## config.mk

```make
export PLATFORM = sky130hd
export DESIGN_NAME = mcpu_control_fsm
export DESIGN_NICKNAME = d
export VERILOG_FILES = /design/src/rtl/mcpu_ctrl_pkg.sv /design/src/rtl/mcpu_ctrl_decode.sv /design/src/rtl/mcpu_control_fsm.sv
export SDC_FILE = /design/constraint.sdc
export NUM_CORES = 1
export LEC_CHECK = 0
export BUFFER_PORTS_ARGS = -buffer_cell sky130_fd_sc_hd__buf_2
export CORE_MARGIN = 2
export CORE_UTILIZATION = 45
export CTS_BUF_LIST = sky130_fd_sc_hd__clkbuf_2
export DETAILED_ROUTE_END_ITERATION = 10
export GPL_TIMING_DRIVEN = 0
export MAX_ROUTING_LAYER = met4
export PLACE_DENSITY_LB_ADDON = 0.1
export SYNTH_ARGS = -nofsm -noshare
export SYNTH_HDL_FRONTEND = slang
export SYNTH_HIERARCHICAL = 1
export SYNTH_SLANG_ARGS = --single-unit
```

## constraint.sdc

```tcl
create_clock -name clk -period 3.85 [get_ports clk]
set_input_delay 1.155 -clock clk [delete_from_list [all_inputs] [get_ports clk]]
set_output_delay 1.155 -clock clk [all_outputs]
set_load 0.01 [all_outputs]
```

## src/rtl/mcpu_ctrl_pkg.sv

```systemverilog
// MCPU control package: state encodings, opcode/funct constants, ALU commands,
// datapath select values and the control-word record shared by the FSM and decoder.
package mcpu_ctrl_pkg;

  typedef enum logic [3:0] {
    S_FETCH    = 4'd0,
    S_DECODE   = 4'd1,
    S_MEM_ADDR = 4'd2,
    S_MEM_RD   = 4'd3,
    S_MEM_WB   = 4'd4,
    S_MEM_WR   = 4'd5,
    S_R_EXE    = 4'd6,
    S_R_WB     = 4'd7,
    S_I_EXE    = 4'd8,
    S_I_WB     = 4'd9,
    S_BRANCH   = 4'd10,
    S_JUMP     = 4'd11,
    S_JAL      = 4'd12,
    S_TRAP     = 4'd13
  } state_t;

  localparam logic [5:0] OP_R    = 6'h00;
  localparam logic [5:0] OP_J    = 6'h02;
  localparam logic [5:0] OP_JAL  = 6'h03;
  localparam logic [5:0] OP_BEQ  = 6'h04;
  localparam logic [5:0] OP_BNE  = 6'h05;
  localparam logic [5:0] OP_ADDI = 6'h08;
  localparam logic [5:0] OP_XORI = 6'h0E;
  localparam logic [5:0] OP_LW   = 6'h23;
  localparam logic [5:0] OP_SW   = 6'h2B;

  localparam logic [5:0] FN_ADD = 6'h20;
  localparam logic [5:0] FN_SUB = 6'h22;
  localparam logic [5:0] FN_SLT = 6'h2A;

  localparam logic [2:0] ALU_ADD  = 3'd0;
  localparam logic [2:0] ALU_SUB  = 3'd1;
  localparam logic [2:0] ALU_XOR  = 3'd2;
  localparam logic [2:0] ALU_SLT  = 3'd3;
  localparam logic [2:0] ALU_AND  = 3'd4;
  localparam logic [2:0] ALU_NAND = 3'd5;
  localparam logic [2:0] ALU_NOR  = 3'd6;
  localparam logic [2:0] ALU_OR   = 3'd7;

  localparam logic [1:0] SRC_A_PC  = 2'd0;
  localparam logic [1:0] SRC_A_REG = 2'd1;

  localparam logic [1:0] SRC_B_IMM_SH = 2'd0;
  localparam logic [1:0] SRC_B_IMM    = 2'd1;
  localparam logic [1:0] SRC_B_REG    = 2'd2;
  localparam logic [1:0] SRC_B_FOUR   = 2'd3;

  localparam logic [1:0] PC_SRC_ALU_REG = 2'd0;
  localparam logic [1:0] PC_SRC_JUMP    = 2'd1;
  localparam logic [1:0] PC_SRC_ALU_OUT = 2'd2;

  localparam logic [1:0] REG_DST_RD = 2'd0;
  localparam logic [1:0] REG_DST_RT = 2'd1;
  localparam logic [1:0] REG_DST_RA = 2'd2;

  localparam logic [1:0] M2R_MDR = 2'd0;
  localparam logic [1:0] M2R_ALU = 2'd1;
  localparam logic [1:0] M2R_PC  = 2'd2;

  typedef struct packed {
    logic       pc_we;
    logic       ir_we;
    logic       a_we;
    logic       b_we;
    logic       mem_we;
    logic       mem_in;
    logic       reg_we;
    logic [1:0] reg_dst;
    logic [1:0] mem_to_reg;
    logic [1:0] alu_src_a;
    logic [1:0] alu_src_b;
    logic [2:0] alu_op;
    logic [1:0] pc_src;
  } ctrl_t;

  // True when the opcode (and, for R-type, the funct) is one this control unit executes.
  function automatic logic is_legal(input logic [5:0] opcode, input logic [5:0] funct);
    logic ok;
    ok = 1'b0;
    case (opcode)
      OP_R:    ok = (funct == FN_ADD) || (funct == FN_SUB) || (funct == FN_SLT);
      OP_LW, OP_SW, OP_ADDI, OP_XORI,
      OP_BEQ, OP_BNE, OP_J, OP_JAL: ok = 1'b1;
      default: ok = 1'b0;
    endcase
    return ok;
  endfunction

endpackage

```

## src/rtl/mcpu_ctrl_decode.sv

```systemverilog
// MCPU control-word decoder: maps the current state (plus opcode/funct/zero where
// a state needs them) onto every datapath enable and select. Purely combinational.
module mcpu_ctrl_decode
  import mcpu_ctrl_pkg::*;
(
  input  state_t     state,
  input  logic [5:0] opcode,
  input  logic [5:0] funct,
  input  logic       zero,
  output ctrl_t      ctrl
);

  // Moore control table; only BRANCH looks at the live zero flag.
  always_comb begin
    ctrl = '0;
    case (state)
      S_FETCH: begin
        ctrl.mem_in    = 1'b0;
        ctrl.ir_we     = 1'b1;
        ctrl.alu_src_a = SRC_A_PC;
        ctrl.alu_src_b = SRC_B_FOUR;
        ctrl.alu_op    = ALU_ADD;
        ctrl.pc_src    = PC_SRC_ALU_OUT;
        ctrl.pc_we     = 1'b1;
      end
      S_DECODE: begin
        ctrl.a_we      = 1'b1;
        ctrl.b_we      = 1'b1;
        ctrl.alu_src_a = SRC_A_PC;
        ctrl.alu_src_b = SRC_B_IMM_SH;
        ctrl.alu_op    = ALU_ADD;
      end
      S_MEM_ADDR: begin
        ctrl.alu_src_a = SRC_A_REG;
        ctrl.alu_src_b = SRC_B_IMM;
        ctrl.alu_op    = ALU_ADD;
      end
      S_MEM_RD: begin
        ctrl.mem_in = 1'b1;
      end
      S_MEM_WB: begin
        ctrl.reg_we     = 1'b1;
        ctrl.reg_dst    = REG_DST_RT;
        ctrl.mem_to_reg = M2R_MDR;
      end
      S_MEM_WR: begin
        ctrl.mem_in = 1'b1;
        ctrl.mem_we = 1'b1;
      end
      S_R_EXE: begin
        ctrl.alu_src_a = SRC_A_REG;
        ctrl.alu_src_b = SRC_B_REG;
        case (funct)
          FN_SUB:  ctrl.alu_op = ALU_SUB;
          FN_SLT:  ctrl.alu_op = ALU_SLT;
          default: ctrl.alu_op = ALU_ADD;
        endcase
      end
      S_R_WB: begin
        ctrl.reg_we     = 1'b1;
        ctrl.reg_dst    = REG_DST_RD;
        ctrl.mem_to_reg = M2R_ALU;
      end
      S_I_EXE: begin
        ctrl.alu_src_a = SRC_A_REG;
        ctrl.alu_src_b = SRC_B_IMM;
        ctrl.alu_op    = (opcode == OP_XORI) ? ALU_XOR : ALU_ADD;
      end
      S_I_WB: begin
        ctrl.reg_we     = 1'b1;
        ctrl.reg_dst    = REG_DST_RT;
        ctrl.mem_to_reg = M2R_ALU;
      end
      S_BRANCH: begin
        ctrl.alu_src_a = SRC_A_REG;
        ctrl.alu_src_b = SRC_B_REG;
        ctrl.alu_op    = ALU_SUB;
        ctrl.pc_src    = PC_SRC_ALU_REG;
        ctrl.pc_we     = (opcode == OP_BNE) ? ~zero : zero;
      end
      S_JUMP: begin
        ctrl.pc_src = PC_SRC_JUMP;
        ctrl.pc_we  = 1'b1;
      end
      S_JAL: begin
        ctrl.pc_src     = PC_SRC_JUMP;
        ctrl.pc_we      = 1'b1;
        ctrl.reg_we     = 1'b1;
        ctrl.reg_dst    = REG_DST_RA;
        ctrl.mem_to_reg = M2R_PC;
      end
      default: ctrl = '0;
    endcase
  end

endmodule

```

## src/rtl/mcpu_control_fsm.sv

```systemverilog
// MCPU multi-cycle control unit: FETCH/DECODE/EXE/MEM/WB sequencer, retired
// instruction counter and illegal-instruction handling.
// Build option: define MCPU_ILLEGAL_TRAP_EN to trap on illegal opcode/funct
// (sticky illegal flag, halt in TRAP); otherwise illegal instructions retire as NOPs.
module mcpu_control_fsm #(
  parameter int CNT_W = 32
) (
  input  logic             clk,
  input  logic             reset,
  input  logic [5:0]       opcode,
  input  logic [5:0]       funct,
  input  logic             zero,
  output logic             pc_we,
  output logic             ir_we,
  output logic             a_we,
  output logic             b_we,
  output logic             mem_we,
  output logic             mem_in,
  output logic             reg_we,
  output logic [1:0]       reg_dst,
  output logic [1:0]       mem_to_reg,
  output logic [1:0]       alu_src_a,
  output logic [1:0]       alu_src_b,
  output logic [2:0]       alu_op,
  output logic [1:0]       pc_src,
  output logic [3:0]       state,
  output logic [CNT_W-1:0] instret,
  output logic             illegal
);
  import mcpu_ctrl_pkg::*;

  state_t           state_q;
  state_t           state_nxt;
  logic [CNT_W-1:0] instret_q;
  logic             retire;
  ctrl_t            ctrl;

  // State register; reset parks the machine in FETCH so the first edge fetches.
  always_ff @(posedge clk or negedge reset) begin
    if (!reset) state_q <= S_FETCH;
    else        state_q <= state_nxt;
  end

  // Next-state sequencing; DECODE dispatches on the latched opcode.
  always_comb begin
    state_nxt = state_q;
    case (state_q)
      S_FETCH:  state_nxt = S_DECODE;
      S_DECODE: begin
        if (!is_legal(opcode, funct)) begin
`ifdef MCPU_ILLEGAL_TRAP_EN
          state_nxt = S_TRAP;
`else
          state_nxt = S_FETCH;
`endif
        end else begin
          case (opcode)
            OP_LW, OP_SW:     state_nxt = S_MEM_ADDR;
            OP_R:             state_nxt = S_R_EXE;
            OP_ADDI, OP_XORI: state_nxt = S_I_EXE;
            OP_BEQ, OP_BNE:   state_nxt = S_BRANCH;
            OP_J:             state_nxt = S_JUMP;
            OP_JAL:           state_nxt = S_JAL;
            default:          state_nxt = S_FETCH;
          endcase
        end
      end
      S_MEM_ADDR: state_nxt = (opcode == OP_LW) ? S_MEM_RD : S_MEM_WR;
      S_MEM_RD:   state_nxt = S_MEM_WB;
      S_R_EXE:    state_nxt = S_R_WB;
      S_I_EXE:    state_nxt = S_I_WB;
      S_MEM_WB, S_MEM_WR, S_R_WB, S_I_WB,
      S_BRANCH, S_JUMP, S_JAL: state_nxt = S_FETCH;
      S_TRAP:     state_nxt = S_TRAP;
      default:    state_nxt = S_FETCH;
    endcase
  end

  // Any return to FETCH from another state is the end of an instruction.
  assign retire = (state_nxt == S_FETCH) && (state_q != S_FETCH);

  // Retired-instruction counter, wrapping silently at 2^CNT_W.
  always_ff @(posedge clk or negedge reset) begin
    if (!reset)      instret_q <= '0;
    else if (retire) instret_q <= instret_q + CNT_W'(1);
  end

`ifdef MCPU_ILLEGAL_TRAP_EN
  logic illegal_q;

  // Sticky illegal flag, set on entry into TRAP and held until reset.
  always_ff @(posedge clk or negedge reset) begin
    if (!reset)                    illegal_q <= 1'b0;
    else if (state_nxt == S_TRAP)  illegal_q <= 1'b1;
  end

  assign illegal = illegal_q;
`else
  assign illegal = 1'b0;
`endif

  mcpu_ctrl_decode u_decode (
    .state  (state_q),
    .opcode (opcode),
    .funct  (funct),
    .zero   (zero),
    .ctrl   (ctrl)
  );

  // Write enables are squashed while reset is held so an aborted instruction cannot commit.
  assign pc_we      = ctrl.pc_we  & reset;
  assign ir_we      = ctrl.ir_we  & reset;
  assign a_we       = ctrl.a_we   & reset;
  assign b_we       = ctrl.b_we   & reset;
  assign mem_we     = ctrl.mem_we & reset;
  assign reg_we     = ctrl.reg_we & reset;
  assign mem_in     = ctrl.mem_in;
  assign reg_dst    = ctrl.reg_dst;
  assign mem_to_reg = ctrl.mem_to_reg;
  assign alu_src_a  = ctrl.alu_src_a;
  assign alu_src_b  = ctrl.alu_src_b;
  assign alu_op     = ctrl.alu_op;
  assign pc_src     = ctrl.pc_src;
  assign state      = state_q;
  assign instret    = instret_q;

endmodule

```

# [After elaboration in Yosys (flattened, before gate mapping)]
# Cells that the tools add are included.
[classes] addsub=1 bitwise=7 reduce_logical=14 n_eq_ne=24 mux=17
[op_table] operator="$add 32x1->32 const B" n=1
[op_table] operator="$eq 6x6->1 const B" n=5
[op_table] operator="$pmux 6 s5" n=1
[op_table] operator="$pmux 4 s7" n=1
[op_table] operator="$eq 4x4->1 const B" n=6
[op_table] operator="$pmux 4 s6" n=1
[op_table] operator="$pmux 5 s4" n=1
[op_table] operator="$eq 4x3->1 const B" n=4
[op_table] operator="$eq 6x2->1 const B" n=2
[op_table] operator="$eq 6x3->1 const B" n=2
[op_table] operator="$eq 6x4->1 const B" n=2
[op_table] operator="$reduce_or 2->1" n=5
[op_table] operator="$eq 4x2->1 const B" n=2
[op_table] operator="$logic_not 4->1" n=2
[op_table] operator="$pmux 2 s2" n=2
[op_table] operator="$reduce_or 8->1" n=1
[op_table] operator="$and 1x1->1" n=6
[op_table] operator="$logic_not 6->1" n=1
[op_table] operator="$mux 1" n=5
[op_table] operator="$eq 4x1->1 const B" n=1
[op_table] operator="$mux 2" n=2
[op_table] operator="$mux 4" n=1
[op_table] operator="$pmux 1 s2" n=2
[op_table] operator="$reduce_bool 4->1" n=1
[op_table] operator="5 further kinds" n=6
[totals] ff_bits=36 output_inout_bits=57 word_cells=65 inputBits=15

# [Depth between registers and ports, before layout]
# Gate-level depths: netlist of run 1.
[logic_depth] ltp_word=9 depth_mapped=10 ltp_nobuf=7

# [Cells and area by module]
# The synthesis of run 1 kept the hierarchy.
[modules_own_cells] module="mcpu_control_fsm" seq_area_each_um2=900.9 cells_each=194 n_inst=1 area_per_inst_um2=1974.4
[modules_own_cells] module="mcpu_ctrl_decode" seq_area_each_um2=0.0 cells_each=54 n_inst=1 area_per_inst_um2=320.3

# [Worst setup path after synthesis of run 1]
# No wires, ideal clock.
[synth_path] path_type="input -> output" start="input port opcode[5]" end="output port pc_we" path_buffers=0 slack_ns=0.656 stages=5 t_arrival_ns=2.039 t_required_ns=2.695 cell_sequence="nor3b_1 nand3_1 xnor2_1 a211o_1 and2_1"
[synth_rtl] element="start, declared" line_no="mcpu_control_fsm.sv:10" source="input logic [5:0] opcode,"
[synth_rtl] element="end, declared" line_no="mcpu_control_fsm.sv:13" source="output logic pc_we,"

==> impl_metrics.tcl, run 1 <==
set metrics [dict create \
    status "finished clean" \
    fin_setup_tns_ns 0 \
    netlist.top_cell.by_area "sky130_fd_sc_hd__dfrtp_1" \
    finalMaxSlewViolations 0 \
    synth-main-ff-cell "sky130_fd_sc_hd__dfrtp_1" \
    antennaDiodeCount 0 \
    max-clock-path-buffers 2 \
    cts_num_sinks 36 \
    core_region_area_mm2 0.00482 \
    first_global_vias 1816 \
    num-nets-final 340 \
    timing.final.crit_period_ns 3.60 \
    pwr_density_cell_mw_per_mm2 431 \
    finalWirelength_um 5110 \
    cts_resized 0 \
    n_fill_cell 495 \
    grt_use_met2_pct 30.0 \
    fin_area_mm2 0.00275 \
    synth_largest_type_area_fraction_pct 39.3 \
    synth.top_cells.by_area "sky130_fd_sc_hd__dfrtp_1, sky130_fd_sc_hd__xnor2_1, sky130_fd_sc_hd__xor2_1" \
    worst_hold_startpoint "instret[31]" \
    yosys-top-cells-count "sky130_fd_sc_hd__dfrtp_1, sky130_fd_sc_hd__nand2_1, sky130_fd_sc_hd__xnor2_1" \
    overflow 0 \
    worst_slew_margin_rel_pct 44.1 \
    ys_ff_latch 36 \
    drt-pass1-iter-count 4 \
    finalPower_mw 1.19 \
    worstReg2RegStart "state[3]" \
    route.detailed.wl_per_inst_um 13.1 \
    worstMarginPinSlew_ns 0.838 \
    post_cts_hold_buffer_count 0 \
    p_leak_nw 1.39 \
    grt.met3_usage_pct 4.10 \
    globalplace.congestion 0.832 \
    timing_worst_setup_path_type "input pin to output pin" \
    synth_async_sr_flop_share_pct 100 \
    seq_area_um2 901 \
    yosysWarnings 6 \
    min_delay_path_depth 1 \
    dp_hpwl_um 3870 \
    postRouteAntennaNets 0 \
    fp.dieH_um 75.4 \
    grtUsageTotal_pct 19.7 \
    post_synthesis_cell_type_count 51 \
    placed_cell_area_mm2 0.00272 \
    global_route_wire_length_before_repair_um 8380 \
    clk-insertion-delay-late_ns 0.36 \
    cp_max_fo 6 \
    r2r-end "instret[12]" \
    clock.fmax_mhz 278 \
    grt_setup_unrepaired "no" \
    via_count 2034 \
    drive_gt1_share_pct 31.7 \
    vdd.ir_drop.worst_uv 399 \
    finalSetupViolations 0 \
    timing.critical_path.required_ns 2.69 \
    critPathCaptureType "output pin" \
    clockRootBuffer "sky130_fd_sc_hd__clkbuf_2" \
    syn_avg_cell_area_um2 9.25 \
    numPortBuffers 68 \
    row_count 25 \
    worstHoldEndpoint "instret[31]" \
    worst_hold_slack_ns 0.493 \
    period_share_pct 93.5 \
    ios 72 \
    post-cts-setup-buffers 0 \
    maxCapViolCount 0 \
    hold_violations 0 \
    most_numerous_cell_in_the_yosys_netlist "sky130_fd_sc_hd__dfrtp_1" \
    met1_routing_resource_usage_after_global_routing_pct 26.9 \
    gr-max-usage-layer "met2" \
    grt_start_max_net_pins 43 \
    place.detailed.instances 384 \
    dieWidth_um 75.4 \
    post_synth_edffs 0 \
    r2r_slack_ns 1.51 \
    htree_num_levels 2 \
    finish.cell_count_without_fillers 389 \
    drt_first_iter_violations 73 \
    numCtsBuffers 5 \
    timing.clock.skew_ns 0.0178 \
    worst_ep_arrival_time_ns 2.45 \
    crit_path_start_kind "input pin" \
    initial_core_utilization_pct 47.6 \
    area_delta_synth_final_pct 19.7 \
    syn-cell-area_mm2 0.00229 \
    timing.hold.worst.class "flop to flop" \
    antenna_found_initial 0 \
    cts.clk_slew.worst_paths_ns 0.15 \
    die_outline_area_mm2 0.00569 \
    drc 0 \
    synthCells 248 \
    clock_tree_from_tritoncts "built" \
    ff2ff_path_depth 9 \
    multiInputGateArea_mm2 0.00125 \
    synth-seq-area-share_pct 39.3 \
    vias_per_cell 5.23 \
]
==> layout make-up <==
| type | instances | share of cell area (%) |
|---|---|---|
| Timing Repair Buffer | 68 | 12.4 |
| Sequential cell | 36 | 32.8 |
| Clock buffer | 5 | 0.911 |
| Multi-Input combinational cell | 187 | 45.5 |
| Tap cell | 67 | 3.05 |
| Buffer | 16 | 3.96 |
| Inverter | 10 | 1.37 |
==> cell families after synthesis <==
| logic type | after synthesis | synth area share [%] |
|---|---|---|
| and+or+nand+nor | 122 | 31.6 |
| xor gates and xnor gates | 35 | 13.4 |
| adders and majority gates | 1 | 0.545 |
| AOI/OAI and AO/OA | 24 | 7.58 |
| DFF | 36 | 39.3 |
| other | 2 | 0.327 |
| buffers and inverters | 26 | 6.38 |
| muxes | 2 | 0.927 |
==> layout by cell type (no fill, tap or decap), types with 3 or more instances in the layout <==
master,synthesis,final
sky130_fd_sc_hd__and3_1,4,4
sky130_fd_sc_hd__nor4_1,7,7
sky130_fd_sc_hd__buf_4,5,5
sky130_fd_sc_hd__and2_1,7,7
sky130_fd_sc_hd__nor2_1,18,18
sky130_fd_sc_hd__nor4_2,4,4
sky130_fd_sc_hd__a21oi_1,5,5
sky130_fd_sc_hd__dfrtp_1,36,36
sky130_fd_sc_hd__clkbuf_2,0,5
sky130_fd_sc_hd__xor2_1,13,13
sky130_fd_sc_hd__nand4_1,10,10
sky130_fd_sc_hd__nand2b_1,6,6
sky130_fd_sc_hd__buf_6,3,3
sky130_fd_sc_hd__nand2_1,22,22
sky130_fd_sc_hd__o21ai_0,5,5
sky130_fd_sc_hd__inv_1,10,10
sky130_fd_sc_hd__conb_1,2,3
sky130_fd_sc_hd__buf_2,6,74
sky130_fd_sc_hd__xnor2_1,22,22
sky130_fd_sc_hd__nor3_1,9,9
sky130_fd_sc_hd__nand3_1,16,16
==> flip-flops by register name, summed over array words and instances (netlist names) <==
| signal | count |
|---|---|
| state | 4 |
| instret | 32 |
==> power breakdown <==
group | internal, mW | switching (mW)
sequential | 0.423 | 0.0679
clock | 0.0348 | 0.109
combinational | 0.236 | 0.315
total | 0.693 | 0.492
==> through the flow <==
step | util (%) | setup WS (ns)
floorplan | - | 0.656
global placement | 56.5 | 0.255
detailed placement | 56.5 | 0.255
CTS | 57.0 | 0.248
global route | 57.0 | 0.0876
finish | 57.0 | 0.250
==> layer usage <==
metal	vias up	part of all wire (%)
li1	1019	-
met1	969	49
met2	41	46
met3	5	4.1
met4	0	0.78
met5	-	0
==> critical path, stage by stage <==
cell                      delay, ns
sky130_fd_sc_hd__buf_2         0.13
sky130_fd_sc_hd__nor3b_1       0.35
sky130_fd_sc_hd__nand3_1       0.14
sky130_fd_sc_hd__xnor2_1       0.14
sky130_fd_sc_hd__a211o_1       0.24
sky130_fd_sc_hd__and2_1        0.14
sky130_fd_sc_hd__buf_2         0.14
==> worst max path at each step <==
stage               slack [ns]  cells after the start       from  endpoint
floorplan                 0.66                      5  opcode[5]     pc_we
global placement          0.26                      7  opcode[5]     pc_we
detailed placement        0.25                      7  opcode[5]     pc_we
CTS                       0.25                      7  opcode[5]     pc_we
global route              0.09                      7  opcode[5]     pc_we
finish                    0.25                      7  opcode[5]     pc_we
Note: power is estimated with default switching activity, not from simulation.
==> inputs of run 2 (changes only) <==
BUFFER_PORTS_ARGS = not set   (was -buffer_cell sky130_fd_sc_hd__buf_2)
DONT_BUFFER_PORTS = 1   (was not set)
==> impl_metrics.tcl, run 2 (synthesis gave the netlist of run 1 again) <==
set metrics [dict create \
    initial_core_utilization_pct 47.6 \
    worst_hold_slack_ns 0.448 \
    worstMarginPinSlew_ns 0.501 \
    row_count 25 \
    max-clock-path-buffers 2 \
    cts.clk_slew.worst_paths_ns 0.18 \
    final_common_cell "sky130_fd_sc_hd__dfrtp_1" \
    vdd.ir_drop.worst_uv 364 \
    largest_register_ff_count 32 \
    numPortBuffers 0 \
    p_leak_nw 1.07 \
    commonest_non_fill_non_tap_cells_in_the_layout "sky130_fd_sc_hd__dfrtp_1, sky130_fd_sc_hd__xnor2_1, sky130_fd_sc_hd__nand2_1" \
    critPathCaptureType "output pin" \
    timing.final.crit_period_ns 3.34 \
    overflow 0 \
    drc 0 \
    fin_setup_tns_ns 0 \
    drt_first_iter_violations 79 \
    finalSetupViolations 0 \
    cp_max_fo 6 \
    core_region_area_mm2 0.00482 \
    timing.clock.skew_ns 0.0205 \
    fin_area_mm2 0.00242 \
    clock_tree_from_tritoncts "built" \
    grt_start_max_net_pins 43 \
    clock.fmax_mhz 300 \
    num-nets-final 272 \
    via_count 1805 \
    drive_gt1_share_pct 14.0 \
    cp_slowest_cell "sky130_fd_sc_hd__nor3b_1" \
    timing.hold.worst.class "input pin to async pin" \
    ios 72 \
    drt-pass1-iter-count 4 \
    maxCapViolCount 0 \
    layout.core_utilization_pct 50.3 \
    hold_violations 0 \
    dp_hpwl_um 3730 \
    worst_slew_margin_rel_pct 66.3 \
    status "finished clean" \
    slowest_delay_ns 0.30 \
    post-cts-setup-buffers 0 \
    clk-insertion-delay-late_ns 0.37 \
    grtUsageTotal_pct 19.6 \
    fp.dieH_um 75.4 \
    timing.critical_path.required_ns 2.69 \
    cts_resized 0 \
    first_global_vias 1716 \
    htree_num_levels 2 \
    antenna_found_initial 0 \
    cp_cell_sequence "nor3b_1 -> nand3_1 -> xnor2_1 -> a211o_1 -> and2_1" \
    die_outline_area_mm2 0.00569 \
    finalWirelength_um 5030 \
    cts_num_sinks 36 \
    grt_setup_unrepaired "no" \
    post_cts_hold_buffer_count 0 \
    vias_per_cell 5.57 \
    period_share_pct 86.6 \
    timing_worst_setup_path_type "input pin to output pin" \
    pwr_density_cell_mw_per_mm2 462 \
    postRouteAntennaNets 0 \
    route.detailed.wl_per_inst_um 15.5 \
    globalplace.congestion 0.801 \
    area_delta_synth_final_pct 5.51 \
    worst_slack_ns 0.514 \
    pre_cts_ws_ns 0.526 \
    top_family_by_delay_on_critical_path "simple AND/OR/NAND/NOR gates" \
    crit_path_start_kind "input pin" \
    antennaDiodeCount 0 \
    worst_ep_arrival_time_ns 2.18 \
    global_route_wire_length_before_repair_um 8340 \
    numCtsBuffers 5 \
    critPathBufInv 0 \
    dieWidth_um 75.4 \
    finalMaxSlewViolations 0 \
    placed_cell_area_mm2 0.00238 \
    clockRootBuffer "sky130_fd_sc_hd__clkbuf_2" \
]
[run 2: per-layer routing]
metal | vias to the layer above | GRT usage, % | part of all wire (%)
met5 | - | - | 0
met4 | 0 | 4.48 | 0.66
met3 | 5 | 4.89 | 5.9
met2 | 47 | 29.4 | 47
met1 | 868 | 27.0 | 46
li1 | 885 | - | -
[run 2: worst paths after layout]
path / startpoint / end / slack (ns) / cells past startpoint
hold reg to reg: instret[25] / instret[25] / 0.56 / 1
min in group clk: instret[25] / instret[25] / 0.56 / 1
hold / removal: reset / instret[18] / 0.45 / 0
max in group asynchronous: reset / state[0] / 3.30 / 0
setup reg to reg: state[1] / instret[30] / 1.46 / 9
setup / recovery: opcode[5] / pc_we / 0.51 / 5
[run 2: area by class of cell]
class / count / area [um2]
sequential: 36 / 901
clock inverter: 1 / 3.75
multi-input combinational: 187 / 1250
inverter: 10 / 37.5
buffer: 16 / 109
tap: 67 / 83.8
clock buffer: 7 / 35.0
fill: 474 / 2400
[run 2: stage by stage]
step,std cells,power (mW)
final,324,1.12
after global routing,324,1.22
after CTS,324,1.13
after detailed placement,316,0.959
after global placement,316,0.954
after floorplan,249,0.865
[run 2: where the power goes]
part | switching, mW | leakage [nW] | total, mW | internal [mW]
clock | 0.119 | 0.0306 | 0.168 | 0.0488
combinational | 0.259 | 0.564 | 0.432 | 0.173
sequential | 0.0963 | 0.473 | 0.519 | 0.422
==> inputs of run 3 (changes only) <==
CORE_ASPECT_RATIO = 1.1   (was not set)
CTS_CLUSTER_SIZE = 16   (was not set)
==> impl_metrics.tcl, run 3 (synthesis gave the netlist of run 1 again) <==
set metrics [dict create \
    status "finished clean" \
    finalMaxSlewViolations 0 \
    p_leak_nw 1.08 \
    fp.dieH_um 78.9 \
    max-clock-path-buffers 2 \
    clk-insertion-delay-late_ns 0.40 \
    antenna_found_initial 0 \
    via_count 1800 \
    first_global_vias 1645 \
    fin_setup_tns_ns 0 \
    num-nets-final 272 \
    initial_core_utilization_pct 46.2 \
    period_share_pct 86.5 \
    maxCapViolCount 0 \
    htree_num_levels 2 \
    drt_first_iter_violations 63 \
    cp_cell_sequence "nor3b_1 -> nand3_1 -> xnor2_1 -> a211o_1 -> and2_1" \
    overflow 0 \
    timing.final.crit_period_ns 3.33 \
    worst_slack_ns 0.519 \
    n_fill_cell 510 \
    place.detailed.instances 307 \
    finish.cell_count_without_fillers 315 \
    worst_slew_margin_rel_pct 65.3 \
    cts_num_sinks 36 \
    clock.fmax_mhz 300 \
    timing_worst_setup_path_type "input pin to output pin" \
    clockRootBuffer "sky130_fd_sc_hd__clkbuf_2" \
    timing.clock.skew_ns 0.0265 \
    worst_ep_arrival_time_ns 2.18 \
    grt_start_max_net_pins 43 \
    cts_resized 0 \
    numCtsBuffers 5 \
    timing.hold.worst.class "input pin to async pin" \
    dp_hpwl_um 3630 \
    globalplace.congestion 0.869 \
    vias_per_cell 5.71 \
    largest_register_ff_count 32 \
    commonest_non_fill_non_tap_cells_in_the_layout "sky130_fd_sc_hd__dfrtp_1, sky130_fd_sc_hd__xnor2_1, sky130_fd_sc_hd__nand2_1" \
    route.detailed.wl_per_inst_um 15.9 \
    cts.clk_slew.worst_paths_ns 0.21 \
    numPortBuffers 0 \
    grt_setup_unrepaired "no" \
    final_common_cell "sky130_fd_sc_hd__dfrtp_1" \
    finalWirelength_um 5000 \
    row_count 27 \
    die_outline_area_mm2 0.00569 \
    ios 72 \
    cp_max_fo 6 \
    critPathCaptureType "output pin" \
    core_region_area_mm2 0.00497 \
    crit_path_start_kind "input pin" \
    grtUsageTotal_pct 18.6 \
    post_cts_hold_buffer_count 0 \
    drt-pass1-iter-count 4 \
    antennaDiodeCount 0 \
    drive_gt1_share_pct 14.4 \
    finalSetupViolations 0 \
    clock_tree_from_tritoncts "built" \
    global_route_wire_length_before_repair_um 8220 \
    worstMarginPinSlew_ns 0.516 \
    pre_cts_ws_ns 0.530 \
    dieWidth_um 72.1 \
    pwr_density_cell_mw_per_mm2 488 \
    hold_violations 0 \
    cp_slowest_cell "sky130_fd_sc_hd__nor3b_1" \
    area_delta_synth_final_pct 6.27 \
    timing.critical_path.required_ns 2.69 \
    postRouteAntennaNets 0 \
    slowest_delay_ns 0.28 \
    post-cts-setup-buffers 0 \
    drc 0 \
    vdd.ir_drop.worst_uv 334 \
]
[run 3: changes by cell type in the layout (fill, tap and decap cells not counted)]
cell and delta:
sky130_fd_sc_hd__clkinv_1 -1, sky130_fd_sc_hd__clkinv_2 +1, sky130_fd_sc_hd__clkbuf_2 -2, sky130_fd_sc_hd__clkinvlp_4 +1
sky130_fd_sc_hd__bufinv_16 +1
[run 3: path summary, 6_finish.rpt]
check                      cells after the start        start  slack (ns)           to
min                                            0        reset        0.41  instret[24]
max in group asynchronous                      0        reset        3.33     state[0]
max reg2reg                                    9     state[1]        1.50  instret[16]
max                                            5    opcode[5]        0.52        pc_we
min in group clk                               1  instret[31]        0.55  instret[31]
min reg2reg                                    1  instret[31]        0.55  instret[31]
[run 3: power by group]
group / internal [mW] / switching [mW]
logic: 0.173 / 0.255
registers: 0.422 / 0.0971
clock network: 0.108 / 0.133
total: 0.704 / 0.485
[run 3: layer usage]
metal	vias up	GRT usage, %	part of all wire [%]
met5	-	-	0
met4	0	5.09	0.80
met3	5	4.95	6.4
met2	52	25.9	46
met1	858	26.6	47
li1	885	-	-
[run 3: worst max-delay path, delay by kind of cell]
kind,cells,cell delay [ns]
AO/OA/AOI/OAI,1,0.25
XOR/XNOR,1,0.16
AND/OR/NAND/NOR,3,0.61
[run 3: cell type report]
type,count,area (um2),share of cell area [%]
Clock buffer,5,25.0,1.03
Sequential cell,36,901,36.9
Tap cell,58,72.6,2.98
Clock inverter,3,42.5,1.74
Buffer,16,109,4.46
Inverter,10,37.5,1.54
Multi-Input combinational cell,187,1250,51.3
[run 3: metrics by stage]
step	hold WS (ns)	total power [mW]	cell area [um2]	util (%)
floorplan	0.508	0.865	2300	-
global placement	0.532	0.952	2370	47.7
detailed placement	0.533	0.959	2370	47.7
CTS	0.390	1.20	2440	49.1
global route	0.361	1.27	2440	49.1
finish	0.406	1.19	2440	49.1
